### src/rtl/fetch_pkg.sv
// Shared fetch-stage definitions: reset PC, PC stepping/alignment constants,
// the canonical NOP encoding and the {pc, inst} entry handed to decode.
package fetch_pkg;

    localparam int XLEN = 32;

    localparam logic [XLEN-1:0] PC_START   = 32'h0100_0000;
    localparam logic [XLEN-1:0] INST_BYTES = 32'd4;
    localparam logic [XLEN-1:0] ALIGN_MASK = 32'hffff_fffe;

    // addi x0, x0, 0
    localparam logic [XLEN-1:0] NOP = 32'h0000_0013;

    typedef struct packed {
        logic [XLEN-1:0] pc;
        logic [XLEN-1:0] inst;
    } fetch_entry_t;

endpackage

### src/rtl/fetch_fifo.sv
// Instruction buffer between the imem response port and decode.
// Two queues share this block:
//  - a data queue of fetch_entry_t presented to decode (flushable);
//  - a PC-tag queue written at request time and popped on every response,
//    so each returning instruction is paired with the PC that fetched it.
//    The tag queue is never flushed by a redirect: responses that are going
//    to be dropped still have to consume their tag.
// Head is read combinationally so a pushed entry is visible on the next cycle.
module fetch_fifo
    import fetch_pkg::*;
#(
    parameter int DEPTH = 4
) (
    input  logic                         clock,
    input  logic                         reset,
    input  logic                         flush,
    input  logic                         push,
    input  logic [XLEN-1:0]              push_inst,
    input  logic                         pop,
    input  logic                         tag_push,
    input  logic [XLEN-1:0]              tag_pc,
    input  logic                         tag_pop,
    output logic [$clog2(DEPTH+1)-1:0]   occupancy,
    output fetch_entry_t                 head
);

    localparam int PW = $clog2(DEPTH);
    localparam int CW = $clog2(DEPTH + 1);
    localparam logic [CW-1:0] FULL_COUNT = CW'(DEPTH);

    fetch_entry_t    entry_mem [DEPTH];
    logic [XLEN-1:0] tag_mem   [DEPTH];

    logic [PW-1:0] wr_ptr_reg;
    logic [PW-1:0] rd_ptr_reg;
    logic [CW-1:0] count_reg;
    logic [PW-1:0] tag_wr_ptr_reg;
    logic [PW-1:0] tag_rd_ptr_reg;

    logic         pop_ok;
    logic         push_ok;
    fetch_entry_t push_entry;

    // A pop on an empty queue is a no-op; a push into a full queue is only
    // accepted when a pop frees the slot in the same cycle.
    assign pop_ok  = pop && (count_reg != '0);
    assign push_ok = push && ((count_reg != FULL_COUNT) || pop_ok);

    // The entry's PC is the oldest outstanding request tag.
    assign push_entry.pc   = tag_mem[tag_rd_ptr_reg];
    assign push_entry.inst = push_inst;

    assign occupancy = count_reg;
    assign head      = entry_mem[rd_ptr_reg];

    // Data queue storage write (no reset: contents are qualified by count).
    always_ff @(posedge clock) begin
        if (!reset && !flush && push_ok) begin
            entry_mem[wr_ptr_reg] <= push_entry;
        end
    end

    // Data queue pointers and count; flush empties the queue in one edge.
    always_ff @(posedge clock) begin
        if (reset || flush) begin
            wr_ptr_reg <= '0;
            rd_ptr_reg <= '0;
            count_reg  <= '0;
        end else begin
            if (push_ok) begin
                wr_ptr_reg <= wr_ptr_reg + PW'(1);
            end
            if (pop_ok) begin
                rd_ptr_reg <= rd_ptr_reg + PW'(1);
            end
            count_reg <= count_reg + CW'(push_ok) - CW'(pop_ok);
        end
    end

    // Tag storage write at request fire.
    always_ff @(posedge clock) begin
        if (!reset && tag_push) begin
            tag_mem[tag_wr_ptr_reg] <= tag_pc;
        end
    end

    // Tag pointers: one tag per in-flight request, retired by its response.
    always_ff @(posedge clock) begin
        if (reset) begin
            tag_wr_ptr_reg <= '0;
            tag_rd_ptr_reg <= '0;
        end else begin
            if (tag_push) begin
                tag_wr_ptr_reg <= tag_wr_ptr_reg + PW'(1);
            end
            if (tag_pop) begin
                tag_rd_ptr_reg <= tag_rd_ptr_reg + PW'(1);
            end
        end
    end

endmodule

### src/rtl/fetch_queue.sv
// Decoupled fetch front end: owns the fetch PC, throttles imem requests with
// a credit scheme (queued + in-flight never exceeds DEPTH, so a response can
// always be buffered), and handles redirects by flushing the queue and
// counting how many in-flight responses must be thrown away.
module fetch_queue #(
    parameter int                  XLEN       = fetch_pkg::XLEN,
    parameter int                  DEPTH      = 4,
    parameter logic [XLEN-1:0]     PC_START   = fetch_pkg::PC_START,
    parameter logic [XLEN-1:0]     INST_BYTES = fetch_pkg::INST_BYTES,
    parameter logic [XLEN-1:0]     ALIGN_MASK = fetch_pkg::ALIGN_MASK
) (
    input  logic                         clock,
    input  logic                         reset,
    input  logic                         redirect_valid,
    input  logic [XLEN-1:0]              redirect_pc,
    output logic                         imem_req_valid,
    output logic [XLEN-1:0]              imem_req_addr,
    input  logic                         imem_req_ready,
    input  logic                         imem_rsp_valid,
    input  logic [XLEN-1:0]              imem_rsp_inst,
    output logic                         dec_valid,
    output logic [XLEN-1:0]              dec_pc,
    output logic [XLEN-1:0]              dec_inst,
    input  logic                         dec_ready,
    output logic [$clog2(DEPTH+1)-1:0]   occupancy
);

    import fetch_pkg::*;

    localparam int CW = $clog2(DEPTH + 1);
    localparam logic [CW:0] CREDIT_LIMIT = (CW + 1)'(DEPTH);

    logic [XLEN-1:0] pc_reg;
    logic [XLEN-1:0] pc_next;
    logic [CW-1:0]   outstanding_reg;
    logic [CW-1:0]   outstanding_next;
    logic [CW-1:0]   drop_cnt_reg;
    logic [CW-1:0]   drop_cnt_next;

    logic [CW-1:0]   fifo_count;
    fetch_entry_t    fifo_head;
    logic [CW:0]     credits_used;
    logic            credit_ok;
    logic            req_fire;
    logic            rsp_keep;
    logic            dec_fire;

    // Every queued entry and every in-flight request holds one credit.
    assign credits_used = {1'b0, fifo_count} + {1'b0, outstanding_reg};
    assign credit_ok    = credits_used < CREDIT_LIMIT;

    // No request and no decode handshake during reset or a redirect cycle.
    assign imem_req_valid = !reset && !redirect_valid && credit_ok;
    assign imem_req_addr  = pc_reg;
    assign req_fire       = imem_req_valid && imem_req_ready;

    assign dec_valid = !reset && !redirect_valid && (fifo_count != '0);
    assign dec_pc    = fifo_head.pc;
    assign dec_inst  = fifo_head.inst;
    assign dec_fire  = dec_valid && dec_ready;
    assign occupancy = fifo_count;

    // Responses belonging to a stale PC stream, or arriving during a
    // redirect, are discarded instead of buffered.
    assign rsp_keep = imem_rsp_valid && (drop_cnt_reg == '0) && !redirect_valid;

    // Next-state for PC, in-flight count and drop count.
    always_comb begin
        pc_next          = pc_reg;
        outstanding_next = outstanding_reg + CW'(req_fire) - CW'(imem_rsp_valid);
        drop_cnt_next    = drop_cnt_reg;
        if (redirect_valid) begin
            pc_next       = redirect_pc & ALIGN_MASK;
            // Everything still in flight after this cycle belongs to the
            // old stream; a response this cycle is already being discarded.
            drop_cnt_next = outstanding_reg - CW'(imem_rsp_valid);
        end else begin
            if (req_fire) begin
                pc_next = pc_reg + INST_BYTES;
            end
            if (imem_rsp_valid && (drop_cnt_reg != '0)) begin
                drop_cnt_next = drop_cnt_reg - CW'(1);
            end
        end
    end

    // Fetch control state registers.
    always_ff @(posedge clock) begin
        if (reset) begin
            pc_reg          <= PC_START;
            outstanding_reg <= '0;
            drop_cnt_reg    <= '0;
        end else begin
            pc_reg          <= pc_next;
            outstanding_reg <= outstanding_next;
            drop_cnt_reg    <= drop_cnt_next;
        end
    end

    fetch_fifo #(
        .DEPTH (DEPTH)
    ) u_fifo (
        .clock     (clock),
        .reset     (reset),
        .flush     (redirect_valid),
        .push      (rsp_keep),
        .push_inst (imem_rsp_inst),
        .pop       (dec_fire),
        .tag_push  (req_fire),
        .tag_pc    (pc_reg),
        .tag_pop   (imem_rsp_valid),
        .occupancy (fifo_count),
        .head      (fifo_head)
    );

endmodule
### config.mk
export PLATFORM = sky130hd
export DESIGN_NAME = fetch_queue
export DESIGN_NICKNAME = d
export VERILOG_FILES = /design/src/rtl/fetch_pkg.sv /design/src/rtl/fetch_fifo.sv /design/src/rtl/fetch_queue.sv
export SDC_FILE = /design/constraint.sdc
export NUM_CORES = 1
export LEC_CHECK = 0
export ABC_AREA = 1
export CAP_MARGIN = 20
export CELL_PAD_IN_SITES_DETAIL_PLACEMENT = 1
export CELL_PAD_IN_SITES_GLOBAL_PLACEMENT = 1
export CORE_UTILIZATION = 49
export DETAILED_ROUTE_END_ITERATION = 10
export PLACE_DENSITY_LB_ADDON = 0.1
export SLEW_MARGIN = 20
export SYNTH_ARGS = -nofsm -noshare
export SYNTH_HDL_FRONTEND = slang
export SYNTH_SLANG_ARGS = --single-unit
export TNS_END_PERCENT = 5
### constraint.sdc
create_clock -name clock -period 17.3 [get_ports clock]
set_clock_uncertainty 0.1 [all_clocks]
set_input_delay 5.19 -clock clock [delete_from_list [all_inputs] [get_ports clock]]
set_output_delay 5.19 -clock clock [all_outputs]
set_load 0.02 [all_outputs]
==> key figures, run 1 <==
Worst setup path
  • Crit Path Category: in -> out
  • CP cell instances: clkdlybuf4s50_1, buf_4, nor2_4, inv_1, a31oi_1, clkdlybuf4s50_1
  • Type of origin of the critical path: input port
  • Critical Path AT: 7.01 ns
  • Worst Path Max Fanout: 35
  • RR Endpoint: u_fifo.entry_mem[3][28]$_DFFE_PP_
  • Cell repeated most along the worst path: clkdlybuf4s50_1
  • Crit-path max cell delay: 0.62 ns
  • R2R depth: 9
  • Reg-to-Reg Start: drop_cnt_reg[0]$_SDFFE_PP0P_
  • Worst path slowest cell: clkdlybuf4s50_1
  • Critical path endpoint category: output pin
  • Flop-to-flop setup slack: roughly 14 ns
  • Critical path data required time: 12.01 ns

STA
  • Final setup vio count: 0
  • Sum of negative setup slack: 0 ns
  • Fin. Hold Viols: 0
  • Final worst slack: 5.000 ns
  • Final min period: between 10 and 15 ns
  • Worst-margin pin slew: 1.003 ns
  • Max Slew Vio Count: 0
  • Hold Slack: 0.3778 ns
  • F_max: between 80 and 90 MHz
  • Unrepaired setup endpoints after global routing: no
  • Slew margin rel.: about a third
  • Final Cycle Share: 71.10%

Clock tree
  • Htree depth: 2
  • Clk slew on worst S/H paths: approximately 0.05 ns
  • Post-CTS Repair Setup Buffers: 0
  • CTS tree: done
  • Number of sinks on the clock net: 428
  • TritonCTS Buffers: 45
  • CTS root buffer: clkbuf_16
  • Clock Tree Buf Depth: 3
  • Worst-skew pair later-pin latency: about 0.55 ns
  • Post-cts sizing count: 0
  • Post-cts hold buffer count: 0

Detailed routing
  • DRC: 0
  • Pre-antenna DRT Iters: 5
  • Average wire per standard cell: 20.18 um
  • Post-DR vias/cell: 5.529
  • Via count: around 11,000
  • Post-DRT Antenna Nets: 0
  • Post-Route WL: 41,960 um
  • Initial DRC Count: 681

Hold path
  • Hold depth: 1
  • HP Start: u_fifo.tag_rd_ptr_reg[0]$_SDFFE_PP0P_
  • Worst Hold Path EP: u_fifo.tag_rd_ptr_reg[0]$_SDFFE_PP0P_
  • HP Class: reg -> reg

Floorplanning
  • Die Wd: 188.7 um
  • # rows: 68
  • Core Area: about 34,000 um2
  • Initial core utilization: between 40 and 50%
  • Boundary pin count: between 150 and 200
  • Full die area: 35,620 um2
  • Die height: between 150 and 200 um

Synthesis
  • Synth unique cells: 36
  • Most used DFF post-synth: edfxtp_1
  • Synth area leaders: edfxtp_1 (66%), o21ai_0 (6.2%), dfxtp_1 (6.1%)
  • Avg Synthesized Cell Area: between 10 and 15 um2
  • Yosys top cell area share: 66.09%
  • Synthesis Warnings: 0
  • Mapped cell area: 17,090 um2
  • Count leader, synth: edfxtp_1
  • Flops & latches, synth: 428
  • Top cell type by total area after synthesis: edfxtp_1
  • Ys async rst share: 0%
  • Synth Instances: 1,433
  • Number of synthesized flops with an enable pin: 376
  • Most frequent cells after synthesis: edfxtp_1 (376), nor2_1 (275), o21ai_0 (210)
  • Seq/Total Area, Yosys: 72.18%

Final layout
  • Max FFs per register: 252
  • P&R area growth vs syn: 20.39%
  • N_diodes: 0
  • Most flops, register: u_fifo.entry_mem
  • Post-layout nets: 1,682
  • Fraction of layout cells with a size suffix above 1: under 10%

GRT
  • Total track usage: 23.76%
  • First-pass GRT wire length: 65,810 um
  • Vias in the first global route: 12,250
  • Largest net degree at the start of global routing: ~120
  • Global route overflow: 0
  • Number of antenna violations at the first check in global routing: 0

Place
  • IO buf count: ~170
  • Post-DP HPWL: 25,350 um
  • Pre-CTS setup slack: approximately 5.0 ns
  • Placer congestion estimate: 0.7999

Job
  • Max_cap viols: 0

Pwr
  • Total internal power: 0.001729 W
  • Maximum VDD drop: between 0.05 and 0.06 mV
  • Power, Total: 0.002212 W
  • Clock share of power: 40.8%
  • Part of the power in combinational logic: 6.3%
  • Sequential Power Share: 52.9%
  • Pwr dens: between 100 and 150 nW/um2
  • Sw power: 0.0004826 W
  • Sw Ratio: 21.82%
  • Leakage power: 7.025 nW

Outcome
  • Outcome: finished, final reports clean
layout make-up:
cell class / instances / area [um2]
clock inverter: 17 / 135.1
sequential: 428 / 12340
tap: 455 / 569.3
inverter: 69 / 260.3
multi-input combinational: 863 / 4230
clock buffer: 63 / 1234
timing repair buffer: 184 / 1803
fill: 3447 / 13890
worst max-delay path by stage:
stage	startpoint	endpoint	slack, ns	depth (start not counted)
after global routing	redirect_valid	dec_valid	4.89	6
after detailed placement	redirect_valid	dec_valid	5.00	6
after floorplan	redirect_valid	dec_valid	6.08	4
after CTS	redirect_valid	dec_valid	4.99	6
after global placement	redirect_valid	dec_valid	5.00	6
final	redirect_valid	dec_valid	5.00	6
stage by stage:
stage | instances | cell area, um2 | utilization [%]
floorplan | 1434 | 17090 | -
global placement | 1999 | 19200 | 55.71
detailed placement | 1999 | 19200 | 55.71
CTS | 2079 | 20560 | 59.68
global route | 2079 | 20570 | 59.69
finish | 2079 | 20570 | 59.69
routing by layer:
metal	track usage (%)	part of all wire, %	vias up
met5	0	0	-
met4	7.754	2.6	0
met3	3.520	4.5	76
li1	-	-	5414
met2	41.35	50	311
met1	30.50	43	5693
critical path: cells and delay by family:
kind | cells | cell delay, ns
compound gates | 1 | 0.16
simple gates | 1 | 0.24
buf+inv | 4 | 1.40
placed cells by master, fill, tap and decap left out, drive strengths merged:
master         count
a211oi             1
a21oi             36
a22oi              3
a31oi              4
buf               17
bufinv             2
clkbuf            63
clkdlybuf4s50    167
clkinv            14
clkinvlp           1
conb               2
dfxtp             52
edfxtp           376
fa                 2
ha                19
inv               69
nand2            164
nand3             19
nand3b             5
nand4              2
nor2             278
nor3               2
nor4               1
o211ai             3
o21a               1
o21ai            210
o21bai             1
o22ai             94
or2                1
xnor2              3
xor2              12
logic make-up after synthesis:
| family | share of synthesized area, % |
|---|---|
| AOI/OAI and AO/OA | 11.19 |
| DFF | 72.18 |
| and+or+nand+nor | 10.90 |
| buffers and inverters | 3.317 |
| adders and majority gates | 1.626 |
| other | 0.02195 |
| xor gates and xnor gates | 0.7690 |
power groups by stage:
stage	Combinational [W]	Sequential [W]	Clock, W
floorplan	0.0000727	0.00119	0
global placement	0.000134	0.00119	0
detailed placement	0.000140	0.00119	0
CTS	0.000141	0.00117	0.000921
global route	0.000155	0.00117	0.000955
finish	0.000140	0.00117	0.000902
Power figures use the tool's default switching activity.
==> run 2, diff against run 1 <==
--- a/config.mk
+++ b/config.mk
@@ -9,7 +9,7 @@
 export CAP_MARGIN = 20
 export CELL_PAD_IN_SITES_DETAIL_PLACEMENT = 1
 export CELL_PAD_IN_SITES_GLOBAL_PLACEMENT = 1
-export CORE_UTILIZATION = 49
+export CORE_UTILIZATION = 46
 export DETAILED_ROUTE_END_ITERATION = 10
 export PLACE_DENSITY_LB_ADDON = 0.1
 export SLEW_MARGIN = 20
==> constraint.sdc (replaced) <==
create_clock -name clock -period 11.82 [get_ports clock]
set_clock_uncertainty 0.1 [all_clocks]
set_input_delay 3.546 -clock clock [delete_from_list [all_inputs] [get_ports clock]]
set_output_delay 3.546 -clock clock [all_outputs]
set_load 0.02 [all_outputs]
==> key figures, run 2 (synthesis gave the netlist of run 1 again) <==
Outcome
  • Outcome: finished, final reports clean

Floorplanning
  • Die height: 194.7 um
  • Initial core utilization: 46.67%
  • # rows: 70
  • Die Wd: between 150 and 200 um
  • Core Area: 36,610 um2
  • Full die area: 37,920 um2
  • Boundary pin count: 171

Worst setup path
  • Reg-to-Reg Start: drop_cnt_reg[0]$_SDFFE_PP0P_
  • CP Launch Point: redirect_valid
  • Worst Path Max Fanout: 35
  • Crit Path Category: in -> out
  • Critical path endpoint category: output pin
  • R2R depth: 9
  • Flop-to-flop setup slack: roughly 8.9 ns
  • Critical Path AT: 5.37 ns
  • Critical path data required time: 8.17 ns
  • Type of origin of the critical path: input port
  • RR Endpoint: u_fifo.entry_mem[3][23]$_DFFE_PP_

Final layout
  • Max FFs per register: roughly 250
  • Fillers: 3,769
  • Post-layout nets: roughly 1,700
  • P&R area growth vs syn: 20.92%
  • Fraction of layout cells with a size suffix above 1: 6.208%
  • Most common cell after layout, fill and taps aside: edfxtp_1
  • N_diodes: 0
  • Most flops, register: u_fifo.entry_mem
  • Commonest non-fill, non-tap cells in the layout: edfxtp_1 (376), nor2_1 (267), o21ai_0 (210), clkdlybuf4s50_1 (167), nand2_1 (161)

Pwr
  • Pwr dens: 159.3 nW/um2
  • Leakage power: 7.072 nW
  • Maximum VDD drop: 0.08849 mV

GRT
  • Total track usage: between 20% and 30%
  • Vias in the first global route: 11,950
  • Largest net degree at the start of global routing: 115
  • Number of antenna violations at the first check in global routing: 0
  • First-pass GRT wire length: 65,600 um
  • Global route overflow: 0

Job
  • Max_cap viols: 0

Place
  • Post-DP HPWL: 24,600 um
  • Placer congestion estimate: 0.8025
  • Pre-CTS setup slack: 2.777 ns
  • IO buf count: 167

Detailed routing
  • Pre-antenna DRT Iters: 4
  • Initial DRC Count: about 600
  • Average wire per standard cell: 20.01 um
  • Via count: about 11,000
  • Post-Route WL: 41,930 um
  • DRC: 0
  • Post-DRT Antenna Nets: 0
  • Post-DR vias/cell: 5.443

Clock tree
  • Clk slew on worst S/H paths: approximately 0.050 ns
  • Post-cts hold buffer count: 0
  • Worst-skew pair later-pin latency: 0.55 ns
  • Post-cts sizing count: 0
  • CTS tree: done
  • CTS root buffer: clkbuf_16
  • Number of sinks on the clock net: 428
  • Clock Tree Buf Depth: 3
  • Htree depth: 2
  • Post-CTS Repair Setup Buffers: 0
  • TritonCTS Buffers: 45

Hold path
  • HP Class: reg -> reg
  • HP Start: u_fifo.tag_rd_ptr_reg[0]$_SDFFE_PP0P_
  • Worst Hold Path EP: u_fifo.tag_rd_ptr_reg[0]$_SDFFE_PP0P_
  • Hold depth: 1

STA
  • Sum of negative setup slack: 0 ns
  • Final Cycle Share: about three quarters
  • Slew margin rel.: 33.28%
  • Final setup vio count: 0
  • Final worst slack: 2.805 ns
  • Fin. Hold Viols: 0
  • Worst-margin pin slew: 1.001 ns
  • Unrepaired setup endpoints after global routing: no
  • Final min period: 9.015 ns
  • F_max: approximately 110 MHz
  • Max Slew Vio Count: 0
==> run 2: cell count changes in the layout (fill, tap and decap cells not counted), sizes merged <==
cell / previous run / this run
clkinv: 14 / 25
clkbuf: 63 / 55
bufinv: 2 / 3
inv: 69 / 68
==> run 2: layer usage <==
metal	up-vias	part of all wire, %	global-route usage, %
met3	63	3.8	3.089
met4	0	2.1	6.349
li1	5422	-	-
met5	-	0	0
met1	5684	45	29.38
met2	234	49	38.71
==> run 2: layout make-up <==
class	instances	area, um2	area share, %
clock buffer	55	1237	5.990
clock inverter	28	205.2	0.9933
inverter	69	260.3	1.260
multi-input combinational	863	4230	20.48
sequential	428	12340	59.72
tap	468	585.6	2.834
timing repair buffer	184	1803	8.728
==> run 2: worst max-delay path, cell delays in order <==
cell             delay, ns
clkdlybuf4s50_1       0.39
buf_4                 0.26
nor2_4                0.24
inv_1                 0.14
a31oi_1               0.16
clkdlybuf4s50_1       0.62
==> run 2: how the worst max path moves through the flow <==
stage	end	slack [ns]	cells after the start
after floorplan	dec_valid	3.88	4
after global placement	dec_valid	2.80	6
after detailed placement	dec_valid	2.78	6
after CTS	dec_valid	2.78	6
after global routing	dec_valid	2.72	6
final	dec_valid	2.80	6
==> run 2: power breakdown <==
part | internal (W) | switching [W] | total (W)
combinational | 0.0000783 | 0.000127 | 0.000206
clock | 0.000807 | 0.000566 | 0.00137
sequential | 0.00168 | 0.0000296 | 0.00171
==> run 2: stage by stage <==
step	cells	area [um2]	util, %	total power (W)	hold slack (ns)
2_1_floorplan	1434	17090	-	0.001849	0.3503
4_1_cts	2095	20650	56.42	0.003326	0.3953
3_5_place_dp	2012	19210	52.48	0.001951	0.3867
5_1_grt	2095	20660	56.43	0.003397	0.4265
6_report	2095	20660	56.43	0.003292	0.3942
3_3_place_gp	2012	19210	52.48	0.001941	0.3707
==> run 3, diff against run 2 <==
==> constraint.sdc (replaced) <==
create_clock -name clock -period 9.2 [get_ports clock]
set_clock_uncertainty 0.1 [all_clocks]
set_input_delay 2.76 -clock clock [delete_from_list [all_inputs] [get_ports clock]]
set_output_delay 2.76 -clock clock [all_outputs]
set_load 0.02 [all_outputs]
==> key figures, run 3 (synthesis gave the netlist of run 1 again) <==
Floorplanning
  • Full die area: between 30,000 and 40,000 um2
  • Die Wd: 194.7 um
  • # rows: 70
  • Boundary pin count: between 150 and 200
  • Core Area: 36,610 um2
  • Initial core utilization: 46.67%
  • Die height: 194.7 um

Hold path
  • HP Class: reg -> reg

STA
  • Sum of negative setup slack: 0 ns
  • Unrepaired setup endpoints after global routing: no
  • Final Cycle Share: 81.17%
  • Max Slew Vio Count: 0
  • Final min period: ~7.5 ns
  • Worst-margin pin slew: 1.052 ns
  • Final setup vio count: 0
  • Fin. Hold Viols: 0
  • Slew margin rel.: 29.69%
  • F_max: 133.9 MHz
  • Hold Slack: 0.3966 ns

Final layout
  • Fillers: 3,771
  • Register area: ~12,000 um2
  • Layout Utilization: 56.31%
  • Cell Count, Final, Fillers Out: about 2,100
  • Most common cell after layout, fill and taps aside: edfxtp_1
  • N_diodes: 0
  • Post-layout nets: 1,682
  • P&R area growth vs syn: 20.65%
  • Commonest non-fill, non-tap cells in the layout: edfxtp_1 (376), nor2_1 (267), o21ai_0 (210), clkdlybuf4s50_1 (167), nand2_1 (161)
  • Footprint of the multi-input gates: 4230 um2
  • Max FFs per register: about 250
  • Fraction of layout cells with a size suffix above 1: 5.962%
  • Most flops, register: u_fifo.entry_mem

Worst setup path
  • CP cell instances: clkdlybuf4s50_1, buf_4, nor2_4, inv_1, a31oi_1, clkdlybuf4s50_1
  • Crit Path Category: in -> out
  • Setup crit end: dec_valid
  • Worst path depth: 6
  • Critical path endpoint category: output pin
  • Critical Path AT: roughly 4.6 ns
  • Critical path data required time: ~6.3 ns
  • Reg-to-Reg Start: drop_cnt_reg[0]$_SDFFE_PP0P_
  • Worst path slowest cell: clkdlybuf4s50_1
  • Worst Path Buf+Inv: 4
  • Crit-path max cell delay: 0.62 ns
  • Type of origin of the critical path: input port
  • Flop-to-flop setup slack: roughly 5.8 ns
  • Crit-path leading delay family: buffers and inverters
  • Worst Path Max Fanout: 35
  • Cell repeated most along the worst path: clkdlybuf4s50_1
  • CP Launch Point: redirect_valid
  • RR Endpoint: u_fifo.entry_mem[3][31]$_DFFE_PP_
  • R2R depth: 9

Clock tree
  • Post-cts sizing count: 0
  • CTS tree: done
  • Clock Tree Buf Depth: 3
  • Post-CTS Repair Setup Buffers: 0
  • CTS root buffer: clkbuf_16
  • Worst-skew pair later-pin latency: approximately 0.55 ns
  • Number of sinks on the clock net: 428
  • TritonCTS Buffers: 45
  • Htree depth: 2
  • Post-cts hold buffer count: 0
  • Clk slew on worst S/H paths: 0.06 ns

Place
  • IO buf count: 167
  • Post-DP HPWL: ~26,000 um
  • Placer congestion estimate: 0.7955
  • Placed Cells: 2,012

Detailed routing
  • Average wire per standard cell: 20.26 um
  • Post-Route WL: between 40,000 and 50,000 um
  • Post-DRT Antenna Nets: 0
  • DRC: 0
  • Via count: 11,470
  • Post-DR vias/cell: 5.476
  • Pre-antenna DRT Iters: 5
  • Initial DRC Count: 645

GRT
  • Global route overflow: 0
  • Vias in the first global route: 11,950
  • First-pass GRT wire length: 66,010 um
  • Total track usage: 22.58%
  • Largest net degree at the start of global routing: 71
  • Number of antenna violations at the first check in global routing: 0

Pwr
  • Maximum VDD drop: 0.1089 mV
  • Leakage power: between 7 and 8 nW
  • Pwr dens: 203.5 nW/um2

Job
  • Max_cap viols: 0

Outcome
  • Outcome: finished, final reports clean
## run 3: layer usage
| metal | GRT usage [%] | vias to the layer above | share of wire, % |
|---|---|---|---|
| met5 | 0 | - | 0 |
| met4 | 5.967 | 0 | 1.9 |
| met3 | 3.453 | 56 | 4.1 |
| li1 | - | 5419 | - |
| met1 | 29.15 | 5755 | 44 |
| met2 | 39.64 | 242 | 50 |
## run 3: final cells by class
class	instances	share of cell area, %
tap	468	2.841
clock buffer	62	6.076
inverter	69	1.263
clock inverter	21	0.7223
timing repair buffer	184	8.728
sequential	428	59.85
multi-input combinational	863	20.52
## run 3: how the worst min path moves through the flow
stage,startpoint,to,slack (ns),depth (start not counted)
2_1_floorplan,u_fifo.tag_rd_ptr_reg[0]$_SDFFE_PP0P_,register,0.35,1
6_report,u_fifo.rd_ptr_reg[1]$_SDFFE_PP0P_,u_fifo.rd_ptr_reg[1]$_SDFFE_PP0P_,0.40,1
5_1_grt,outstanding_reg[2]$_SDFF_PP0_,outstanding_reg[2]$_SDFF_PP0_,0.43,1
4_1_cts,u_fifo.tag_rd_ptr_reg[0]$_SDFFE_PP0P_,register,0.39,1
3_5_place_dp,u_fifo.rd_ptr_reg[1]$_SDFFE_PP0P_,register,0.37,1
3_3_place_gp,u_fifo.tag_rd_ptr_reg[0]$_SDFFE_PP0P_,u_fifo.tag_rd_ptr_reg[0]$_SDFFE_PP0P_,0.36,1
## run 3: through the flow
stage	cell area, um2	total power, W	worst slack (ns)
6_report	20610	0.004195	1.732
5_1_grt	20610	0.004321	1.649
4_1_cts	20610	0.004236	1.714
3_5_place_dp	19210	0.002509	1.727
3_3_place_gp	19210	0.002494	1.753
2_1_floorplan	17090	0.002375	2.485
## run 3: power by group
group	total (W)	switching, W	internal (W)	leakage (nW)
Sequential	0.00220	0.0000386	0.00216	3.83
Clock	0.00173	0.000722	0.00101	0.685
Combinational	0.000265	0.000165	0.000101	2.52
